==> src/rtl/qspi_psram_ctrl_if.sv <==
// qspi_psram_ctrl_if: request/ack bus between the SoC adapter and the PSRAM controller
interface qspi_psram_ctrl_if;
  logic        req_i;
  logic        we_i;
  logic [23:0] adr_i;
  logic [1:0]  len_i;
  logic [31:0] wdat_i;
  logic        ack_o;
  logic [31:0] rdat_o;
  modport master (output req_i, we_i, adr_i, len_i, wdat_i, input ack_o, rdat_o);
  modport slave (input req_i, we_i, adr_i, len_i, wdat_i, output ack_o, rdat_o);
endinterface

==> src/rtl/qspi_psram_ctrl.sv <==
// qspi_psram_ctrl: quad-SPI PSRAM initiator, sends quad-enable after reset then serves 1-4 byte reads/writes
module qspi_psram_ctrl #(
  parameter int CS_GAP       = 2,
  parameter int DUMMY_CYCLES = 6
) (
  input  logic       clk_i,
  input  logic       rst_in,
  qspi_psram_ctrl_if.slave bus,
  output logic       sck_o,
  output logic       cs_on,
  output logic [3:0] io_o,
  output logic [3:0] io_oe_o,
  input  logic [3:0] io_i
);
  typedef enum logic [2:0] {INIT, IDLE, CMD, ADR, DUMMY, WDATA, RDATA, GAP} state_t;
  localparam logic [7:0] QUAD_EN = 8'h35;
  state_t      state, state_d;
  logic [5:0]  cnt, cnt_d, last;
  logic        we, we_d;
  logic [23:0] adr, adr_d, adr_sh;
  logic [1:0]  len, len_d;
  logic [31:0] wdat, wdat_d, rdat_d;
  logic        rise, sck_d, cs_d, ack_d;
  logic [3:0]  io_d, oe_d;
  logic [7:0]  cmd;
  always_comb begin
    state_d = state;
    cnt_d   = cnt;
    we_d    = we;
    adr_d   = adr;
    len_d   = len;
    wdat_d  = wdat;
    rdat_d  = bus.rdat_o;
    ack_d   = 1'b0;
    // INIT with cs still high is the single setup cycle right after reset release
    rise    = !sck_o && state != IDLE && !(state == INIT && cs_on);
    sck_d   = rise;
    last    = state inside {INIT, CMD} ? 6'd7 :
              state == ADR ? 6'd5 :
              state == DUMMY ? 6'(DUMMY_CYCLES - 1) :
              state == GAP ? 6'(CS_GAP - 1) : {3'b000, len, 1'b1};
    if (state == IDLE && bus.req_i) begin
      state_d = CMD;
      cnt_d   = '0;
      we_d    = bus.we_i;
      adr_d   = bus.adr_i;
      len_d   = bus.len_i;
      wdat_d  = bus.wdat_i;
      rdat_d  = '0;
    end
    if (rise && state == RDATA) rdat_d[{cnt[2:1], ~cnt[0], 2'b00} +: 4] = io_i;
    if (sck_o) begin
      cnt_d = cnt + 6'd1;
      if (cnt == last) begin
        cnt_d   = '0;
        state_d = state == INIT ? GAP :
                  state == CMD ? ADR :
                  state == ADR ? (we ? WDATA : DUMMY) :
                  state == DUMMY ? RDATA :
                  state == GAP ? IDLE : GAP;
        ack_d   = state inside {WDATA, RDATA};
      end
    end
    cs_d   = state_d inside {IDLE, GAP};
    cmd    = we_d ? 8'h38 : 8'hEB;
    adr_sh = adr_d << {cnt_d[2:0], 2'b00};
    io_d   = 4'h0;
    oe_d   = 4'h0;
    // pad values follow the next state/index, so they only move on L-phase edges
    case (state_d)
      INIT: begin
        io_d = {3'b000, QUAD_EN[~cnt_d[2:0]]};
        oe_d = 4'b0001;
      end
      CMD: begin
        io_d = {3'b000, cmd[~cnt_d[2:0]]};
        oe_d = 4'b0001;
      end
      ADR: begin
        io_d = adr_sh[23:20];
        oe_d = 4'b1111;
      end
      WDATA: begin
        io_d = wdat_d[{cnt_d[2:1], ~cnt_d[0], 2'b00} +: 4];
        oe_d = 4'b1111;
      end
      default: ;
    endcase
  end
  always_ff @(posedge clk_i) begin
    if (!rst_in) begin
      state      <= INIT;
      cnt        <= '0;
      we         <= 1'b0;
      adr        <= '0;
      len        <= '0;
      wdat       <= '0;
      sck_o      <= 1'b0;
      cs_on      <= 1'b1;
      io_o       <= '0;
      io_oe_o    <= '0;
      bus.ack_o  <= 1'b0;
      bus.rdat_o <= '0;
    end else begin
      state      <= state_d;
      cnt        <= cnt_d;
      we         <= we_d;
      adr        <= adr_d;
      len        <= len_d;
      wdat       <= wdat_d;
      sck_o      <= sck_d;
      cs_on      <= cs_d;
      io_o       <= io_d;
      io_oe_o    <= oe_d;
      bus.ack_o  <= ack_d;
      bus.rdat_o <= rdat_d;
    end
  end
endmodule
==> src/flat_wrapper.sv <==
// flat-port wrapper written by rule: the top's interface ports become plain ports
module qspi_psram_ctrl_flat 
#(
  parameter int CS_GAP       = 2,
  parameter int DUMMY_CYCLES = 6
)
  (clk_i, rst_in, sck_o, cs_on, io_o, io_oe_o, io_i, bus_req_i, bus_we_i, bus_adr_i, bus_len_i, bus_wdat_i, bus_ack_o, bus_rdat_o);
  qspi_psram_ctrl_if bus_i ();
  input  logic clk_i;
  input  logic rst_in;
  output logic sck_o;
  output logic cs_on;
  output logic [3:0] io_o;
  output logic [3:0] io_oe_o;
  input  logic [3:0] io_i;
  input wire logic [$bits(bus_i.req_i)-1:0] bus_req_i;
  input wire logic [$bits(bus_i.we_i)-1:0] bus_we_i;
  input wire logic [$bits(bus_i.adr_i)-1:0] bus_adr_i;
  input wire logic [$bits(bus_i.len_i)-1:0] bus_len_i;
  input wire logic [$bits(bus_i.wdat_i)-1:0] bus_wdat_i;
  output wire logic [$bits(bus_i.ack_o)-1:0] bus_ack_o;
  output wire logic [$bits(bus_i.rdat_o)-1:0] bus_rdat_o;
  assign bus_i.req_i = bus_req_i;
  assign bus_i.we_i = bus_we_i;
  assign bus_i.adr_i = bus_adr_i;
  assign bus_i.len_i = bus_len_i;
  assign bus_i.wdat_i = bus_wdat_i;
  assign bus_ack_o = bus_i.ack_o;
  assign bus_rdat_o = bus_i.rdat_o;
  qspi_psram_ctrl #(.CS_GAP(CS_GAP), .DUMMY_CYCLES(DUMMY_CYCLES)) u_core (.clk_i(clk_i), .rst_in(rst_in), .bus(bus_i), .sck_o(sck_o), .cs_on(cs_on), .io_o(io_o), .io_oe_o(io_oe_o), .io_i(io_i));
endmodule
==> config.mk <==
export PLATFORM = sky130hd
export DESIGN_NAME = qspi_psram_ctrl_flat
export DESIGN_NICKNAME = d
export VERILOG_FILES = /design/src/rtl/qspi_psram_ctrl_if.sv /design/src/rtl/qspi_psram_ctrl.sv /design/src/flat_wrapper.sv
export SDC_FILE = /design/constraint.sdc
export NUM_CORES = 1
export LEC_CHECK = 0
export CAP_MARGIN = 10
export CORE_UTILIZATION = 43
export CTS_CLUSTER_DIAMETER = 50
export CTS_CLUSTER_SIZE = 24
export DETAILED_ROUTE_END_ITERATION = 16
export PLACE_DENSITY = 0.71
export SLEW_MARGIN = 20
export SYNTH_ARGS = -nofsm -noshare
export SYNTH_HDL_FRONTEND = slang
export SYNTH_SLANG_ARGS = --single-unit
==> constraint.sdc <==
create_clock -name clk_i -period 2.5 [get_ports clk_i]
set_clock_uncertainty 0.15 [all_clocks]
set_input_delay 0.5 -clock clk_i [delete_from_list [all_inputs] [get_ports clk_i]]
set_output_delay 0.5 -clock clk_i [all_outputs]
set_load 0.005 [all_outputs]
# Word level (Yosys, flattened, before mapping)
# Memories as Yosys holds them, arrays and structs flattened.
# Cells that the tools add are included.
# classes
add_sub_neg	2
mul	0
div	0
order_cmp	1
eq_ne	14
n_shift	4
mux	28
n_bitwise	3
reduce_logical	16
# op_table
cell	n
32-bit 2-to-1 mux	3
6-bit 2-to-1 mux	6
32-bit bitwise mux	1
4-bit by 7-bit variable shift with 32-bit output, first input constant	1
32-bit by 6-bit variable part select with 4-bit output	1
4-bit by 7-bit variable part select with 32-bit output	1
3-bit 2-to-1 mux	9
24-bit 2-to-1 mux	1
24-bit by 5-bit << shifter with 24-bit output	1
3-bit == test, second input constant	6
4-bit case mux with 4 select lines	1
3-bit by 2-bit == test with 1-bit output, second input constant	4
8-bit 2-to-1 mux	1
4-bit case mux with 2 select lines	1
2-bit nonzero test	4
5-bit negator with 7-bit output	1
6-bit by 1-bit adder with 6-bit output, second input constant	1
3-bit by 1-bit == test with 1-bit output, second input constant	2
6-bit == test	1
3-bit logical NOT	2
1-bit logical AND	5
3-bit by 4-bit < comparator with 1-bit output, second input constant	1
1-bit 2-to-1 mux	4
2-bit OR reduction	2
other kinds (6)	8
# word_totals
ff_bits	111
latchBits	0
ram_bits	0
rom_bits	8
elab_cells	82
n_memories	1
# mem_list
memory	words	word_bits	rd	rd_ports_with_merged_regs	write_ports	line_no	source
(name not given)	8	1	1	0	0	qspi_psram_ctrl.sv:72	io_d = {3'b000, QUAD_EN[~cnt_d[2:0]]};

# Logic depth before layout (Yosys ltp)
# depth
depth_word	12
depth_mapped	11
mapped_depth_nobuf	9

# Worst setup path after synthesis
# OpenSTA, ideal clock, no wires.
# synth_path
kind	register -> register
start	register u_core.cnt[1]
end	register u_core.io_o[0]
t_arrival_ns	2.203
required_time_ns	2.230
slack_ns	0.027
stages_incl_launch_ff	11
period_less_slack_ns	2.473
path_cell_list	dfxtp_1 -> inv_1 -> ha_1 -> nor2_1 -> a22o_1 -> a21o_1 -> buf_6 -> nand3_1 -> a221o_1 -> o211a_1 -> a211o_1
# synth_via
elab_chain_len	7
word_cells_on_any_way	20
cone_classes	add/sub: 1; eq/ne: 4; shift: 2; mux: 9; bitwise: 2; reduce/logical: 1; memory: 1
# synth_rtl
element	line_no	source
from (decl)	qspi_psram_ctrl.sv:18	logic [5:0] cnt, cnt_d, last;
from (signal assigned)	qspi_psram_ctrl.sv:106	cnt <= cnt_d;
branches (longest 6 deep; another with 6-bit by 1-bit adder with 6-bit output)	--	
4-bit case mux with 4 select lines (*)	qspi_psram_ctrl.sv:70	case (state_d)
to (signal assigned)	qspi_psram_ctrl.sv:113	io_o <= io_d;
to (decl)	qspi_psram_ctrl.sv:11	output logic [3:0] io_o,
# Mark *: on every way between the ends. The select of a mux whose other input is x is not followed.
# A chain may end at the register's enable or synchronous reset.

# Final worst setup path
# layout_path
start	register u_core.state[0]
end	register u_core.io_o[0]
# layout_via
elab_chain_len	12
word_cells_on_any_way	41
cone_classes	eq/ne: 9; shift: 2; mux: 23; bitwise: 2; reduce/logical: 4; memory: 1
# layout_rtl
element	line_no	source
from (decl)	qspi_psram_ctrl.sv:17	state_t state, state_d;
from (signal assigned)	qspi_psram_ctrl.sv:105	state <= state_d;
branches (longest 11 deep; another with 32-bit by 6-bit variable part select with 4-bit output)	--	
4-bit case mux with 4 select lines (*)	qspi_psram_ctrl.sv:70	
# Marks and branches as above.

==> qor.csv <==
metric;value;unit
Fin. Hold Viols;0;
Leakage;2.70;nW
Cells after Synth;745;
DRC Markers;0;
Setup violations, final;0;
fin crit share;99.6;%
RSZ-0062 raised after global routing;true;
largest net degree at the start of global routing;79;
pwr dens;472;nW/um^2
H-tree levels;3;
Power, Total;3.52;mW
CTS Buf Count;9;
vias in the first global route;5426;
FFs w/ async S/R, synth;0;%
MaxCap Viol Count;0;
area grow syn2layout;36.3;%
Critical Path End Type;register;
Die Wd;115;um
Hold WS;0.305;ns
drt pass-1 iters;5;
# rows;40;
num ports;109;
share of post-route cells with drive strength above 1;12.9;%
most common library cell in the layout ignoring fill and taps;nand2_1;
Post-Route WL;15.6;mm
CTS sink count;109;
Most used DFF post-synth;dfxtp_1;
setup TNS;0;ns
WL/cell;14.9;um
most frequent cells in the layout;222 x nand2_1, 107 x clkdlybuf4s50_1, 107 x dfxtp_1;
first-pass GRT wire length;25.3;mm
Root Driver;clkbuf_16;
vias;5704;
fin cells;1043;
CP startpoint kind;register;
cts hold-fix bufs;0;
Warnings, synthesis;0;
min cycle time layout;2.49;ns
data required time of the worst path;2.60;ns
Initial Util;44.9;%
Critical Path AT;2.59;ns
DP Cell Count;1019;
count of final max-slew check failures;0;
Via-to-Cell Ratio;5.47;
setup ws final;0.00971;ns
initial antenna violation count;0;
core area;12200;sq um
Crit Path Max Fanout;8;
CTS clk-pin slew, worst paths;0.07;ns
GRT overflow;0;
fmax;402;MHz
register area share after synthesis;39.8;%
maximum VDD drop;0.295;mV
Final ANT Viol Nets;0;
Final GP Congestion;0.874;
worst path cell trace;buf_8 -> buf_6 -> and4bb_2 -> nor2_2 -> a22o_1 -> a21oi_4 -> a31oi_1 -> a221o_1 -> o211a_1 -> a211o_1;
number of synthesized register bits;109;
worst hold path class;reg2reg;
status;complete, no violations;
slowest cell delay on critical path;0.37;ns
GRT Overall Usage;24.3;%
dpl hpwl;11.0;mm
Syn Nets;814;
critical path class;reg2reg;
port buffer count;108;
insertion delay to the later sink of the worst-skew pair;0.36;ns
synthesized area;5480;sq um
Yosys cell types;65;
Post-synth EDFFs;0;
slowest CP cell;dfxtp_4;
# diodes;0;
TritonCTS clock tree;done;
die area;13200;sq um
Relative slew margins;45.6;%
die extent in y;115;um
Slew @ Worst Pin;0.816;ns
Final #Nets;939;
Iter 0 DRT Violations;471;
pre-CTS setup slack;-0.369;ns
syn_area_per_cell;7.36;sq um
maximum buffer depth of the clock tree;2;
## registers in the layout (all words and copies together), names as in the netlist
name / cells
u_core.bus.rdat_o: 32
u_core.adr: 24
u_core.cnt: 6
u_core.state: 3
u_core.io_oe_o: 2
u_core.wdat: 32
u_core.cs_on: 1
u_core.sck_o: 1
u_core.len: 2
u_core.we: 1
u_core.io_o: 4
u_core.bus.ack_o: 1
## report_power, final
group / internal [mW] / switching [mW]
clock: 0.710 / 0.656
sequential: 1.74 / 0.00344
combinational: 0.206 / 0.210
total: 2.65 / 0.870
## per-stage QoR
step | cell area (sq um) | util, %
4_1_cts | 7370 | 60.4
3_5_place_dp | 7000 | 57.3
6_report | 7470 | 61.2
2_1_floorplan | 5480 | -
3_3_place_gp | 7000 | 57.3
5_1_grt | 7470 | 61.2
## critical path: cells and delay by family (launching register included)
kind	cells	cell delay, ns
compound gates	6	1.32
buf+inv	2	0.22
flops	1	0.37
simple gates	2	0.33
## final cells by class
type | instances | area [sq um]
Clock inverter | 4 | 32.5
Inverter | 6 | 22.5
Tap cell | 168 | 210
Sequential cell | 109 | 2190
Fill cell | 1137 | 4740
Clock buffer | 12 | 246
Timing Repair Buffer | 175 | 1650
Multi-Input combinational cell | 569 | 3120
## path summary, 6_finish.rpt
path         cells after the start              to  slack, ns       startpoint
max                             10  u_core.io_o[0]       0.01  u_core.state[0]
min                              2   u_core.adr[1]       0.30    u_core.adr[1]
max reg2reg                     10  u_core.io_o[0]       0.01  u_core.state[0]
min reg2reg                      2   u_core.adr[1]       0.30    u_core.adr[1]
## Yosys cell counts, drive strengths merged (3+ instances only)
library cell | instances | area (sq um)
a211oi | 11 | 87.6
a21oi | 104 | 524
a2bb2oi | 4 | 35.0
a311o | 3 | 30.0
a31oi | 13 | 81.3
a32o | 3 | 30.0
and3 | 11 | 73.8
buf | 26 | 140
clkbuf | 35 | 131
dfxtp | 109 | 2180
ha | 3 | 37.5
inv | 5 | 18.8
mux2 | 5 | 56.3
mux2i | 14 | 140
mux4 | 3 | 67.6
nand2 | 222 | 833
nand2b | 4 | 25.0
nand3 | 48 | 240
nand3b | 3 | 22.5
nor2 | 42 | 163
nor3 | 9 | 45.0
nor3b | 3 | 22.5
o211ai | 6 | 45.0
o21ai | 17 | 85.1
## cell families (layout without fill, tap and decap cells)
kind of cell	after synthesis	in the layout	share of synthesized area, %
and+or+nand+nor	359	359	28.5
muxes	22	22	4.81
adders and majority gates	3	3	0.685
xor gates and xnor gates	4	4	0.639
AOI/OAI and AO/OA	181	181	20.2
buffers and inverters	67	197	5.36
DFF	109	109	39.8
## timing repair
action	in CTS	in global routing
endpoints found under the setup margin	4	4
setup buffers	4	3
gates cloned	0	1
resized for setup	16	16
pin swaps	6	10
## routing by layer
metal  routed length [um]  GRT usage, %  vias up  share of wire [%]
li1                     -             -     2812                  -
met1                 6790          29.8     2704                 44
met2                 7740          41.6      160                 50
met3                  684          4.90       28                4.4
met4                  374          9.52        0                2.4
met5                    0             0        -                  0
Power figures use the tool's default switching activity.
==> variant: new RTL, config.mk and constraints unchanged <==
Take the reset off `adr` and `wdat` and load them in a clocked block of their own.
--- a/src/rtl/qspi_psram_ctrl.sv
+++ b/src/rtl/qspi_psram_ctrl.sv
@@ -92,9 +92,7 @@
       state      <= INIT;
       cnt        <= '0;
       we         <= 1'b0;
-      adr        <= '0;
       len        <= '0;
-      wdat       <= '0;
       sck_o      <= 1'b0;
       cs_on      <= 1'b1;
       io_o       <= '0;
@@ -105,9 +103,7 @@
       state      <= state_d;
       cnt        <= cnt_d;
       we         <= we_d;
-      adr        <= adr_d;
       len        <= len_d;
-      wdat       <= wdat_d;
       sck_o      <= sck_d;
       cs_on      <= cs_d;
       io_o       <= io_d;
@@ -116,4 +112,9 @@
       bus.rdat_o <= rdat_d;
     end
   end
+
+  always_ff @(posedge clk_i) begin
+    adr  <= adr_d;
+    wdat <= wdat_d;
+  end
 endmodule
Check against the original RTL: no difference found for any inputs over 10 cycles, from zero or initial values and one cycle with rst_in low; that may be too few to reach the edited logic, so the function may still have changed.
==> variant against the original RTL <==
The run now ends with setup timing left. Routed wire length rose by 0.30%. Utilization fell by 0.34 points. Count of clock-buffer cells in the layout fell by 2. Non-clock buffer count fell by 7. Setup slack got worse by 25 ps. Critical path type unchanged. Sequential cell count did not move. Synthesized area fell by 2.3%. Critical endpoint is now u_core.io_o[2]$_SDFF_PN0_. Total power rose by 3.0%. Largest power group unchanged. Design area fell by 1.8%.
==> variant: results (changes against the original RTL) <==
[cells_and_area]
drive_above_1_share_pct = 13.9  ; was 12.9%

[critical_path]
arrival_ps = 2640  ; was 2590 ps
cp_max_fo = 4  ; was 8
cpMaxStageDelayCell = or4_1  ; was dfxtp_4
critical_path.top_delay_family = simple AND/OR/NAND/NOR gates  ; was compound AO/OA/AOI/OAI gates
max_stage_delay_ps = 470  ; was 370 ps

[route]
route.met2.wl_mm = 7.52  ; was 7.74 mm
drtIter0Drc = 440  ; was 471
dr.pass1.iters = 7  ; was 5
wl_met1_mm = 6.88  ; was 6.79 mm

[outcome]
outcome = finished with violations  ; was complete, no violations
violations = setup timing

[grt]
first_global_vias = 5233  ; was 5,426
grt_use_met2_pct = 40.7  ; was 41.6%
grt_use_total_pct = 24.3  ; about the same
met1_usage_pct = 31.5  ; was 29.8%
gr-usage-met3_pct = 3.88  ; was 4.90%

[power]
switchingPower_w = 0.000823  ; was 0.000870 W
p_seq_share_pct = 48.0  ; was 49.4%
p_int_w = 0.00281  ; was 0.00265 W
vdd_ir_drop_max_uv = 370  ; was 295 uV
p_comb_w = 0.000357  ; was 0.000416 W
p_leak_nw = 2.98  ; was 2.70 nW

[sta]
layout_setup_ws_ps = -15.0  ; was 9.71 ps
setup_viol = 1  ; was 0
tightest_slew_ps = 500  ; was 816 ps

[synthesis]
synthAdderAreaFrac_pct = 0.700  ; was 0.684%
seq_area_frac_synth_pct = 40.7  ; was 39.8%
syn-num-nets = 801  ; was 814
synth_cells = 732  ; was 745

[placement]
gp_congestion = 0.919  ; was 0.874
place_area_um2 = 6970  ; was 7000 um^2

[clock_tree]
cts_resized = 5  ; was 16

variant: cell types whose count changed after synthesis, sizes merged, moves of 8 or more:
cell   unedited run  this run
o22ai             0         8
nor2             42        70
nand2           222       246
nand3            48        25
a21oi           104        55
mux2              5        19
variant: cell type report:
class / instances / area, um^2
clock buffers: 10 / 229
clock inverters: 6 / 86.3
fillers: 1081 / 4720
inverters: 8 / 30.0
multi-input cells: 564 / 3020
flip-flops and latches: 109 / 2190
well taps: 168 / 210
repair buffers: 168 / 1580
variant: final timing paths:
| path | startpoint | end | slack (ps) |
|---|---|---|---|
| max | u_core.state[1]$_SDFF_PN0_ | u_core.io_o[2]$_SDFF_PN0_ | -20 |
| min | u_core.adr[20]$_DFF_P_ | u_core.adr[20]$_DFF_P_ | 290 |
| max reg2reg | u_core.state[1]$_SDFF_PN0_ | u_core.io_o[2]$_SDFF_PN0_ | -20 |
| min reg2reg | u_core.adr[20]$_DFF_P_ | u_core.adr[20]$_DFF_P_ | 290 |
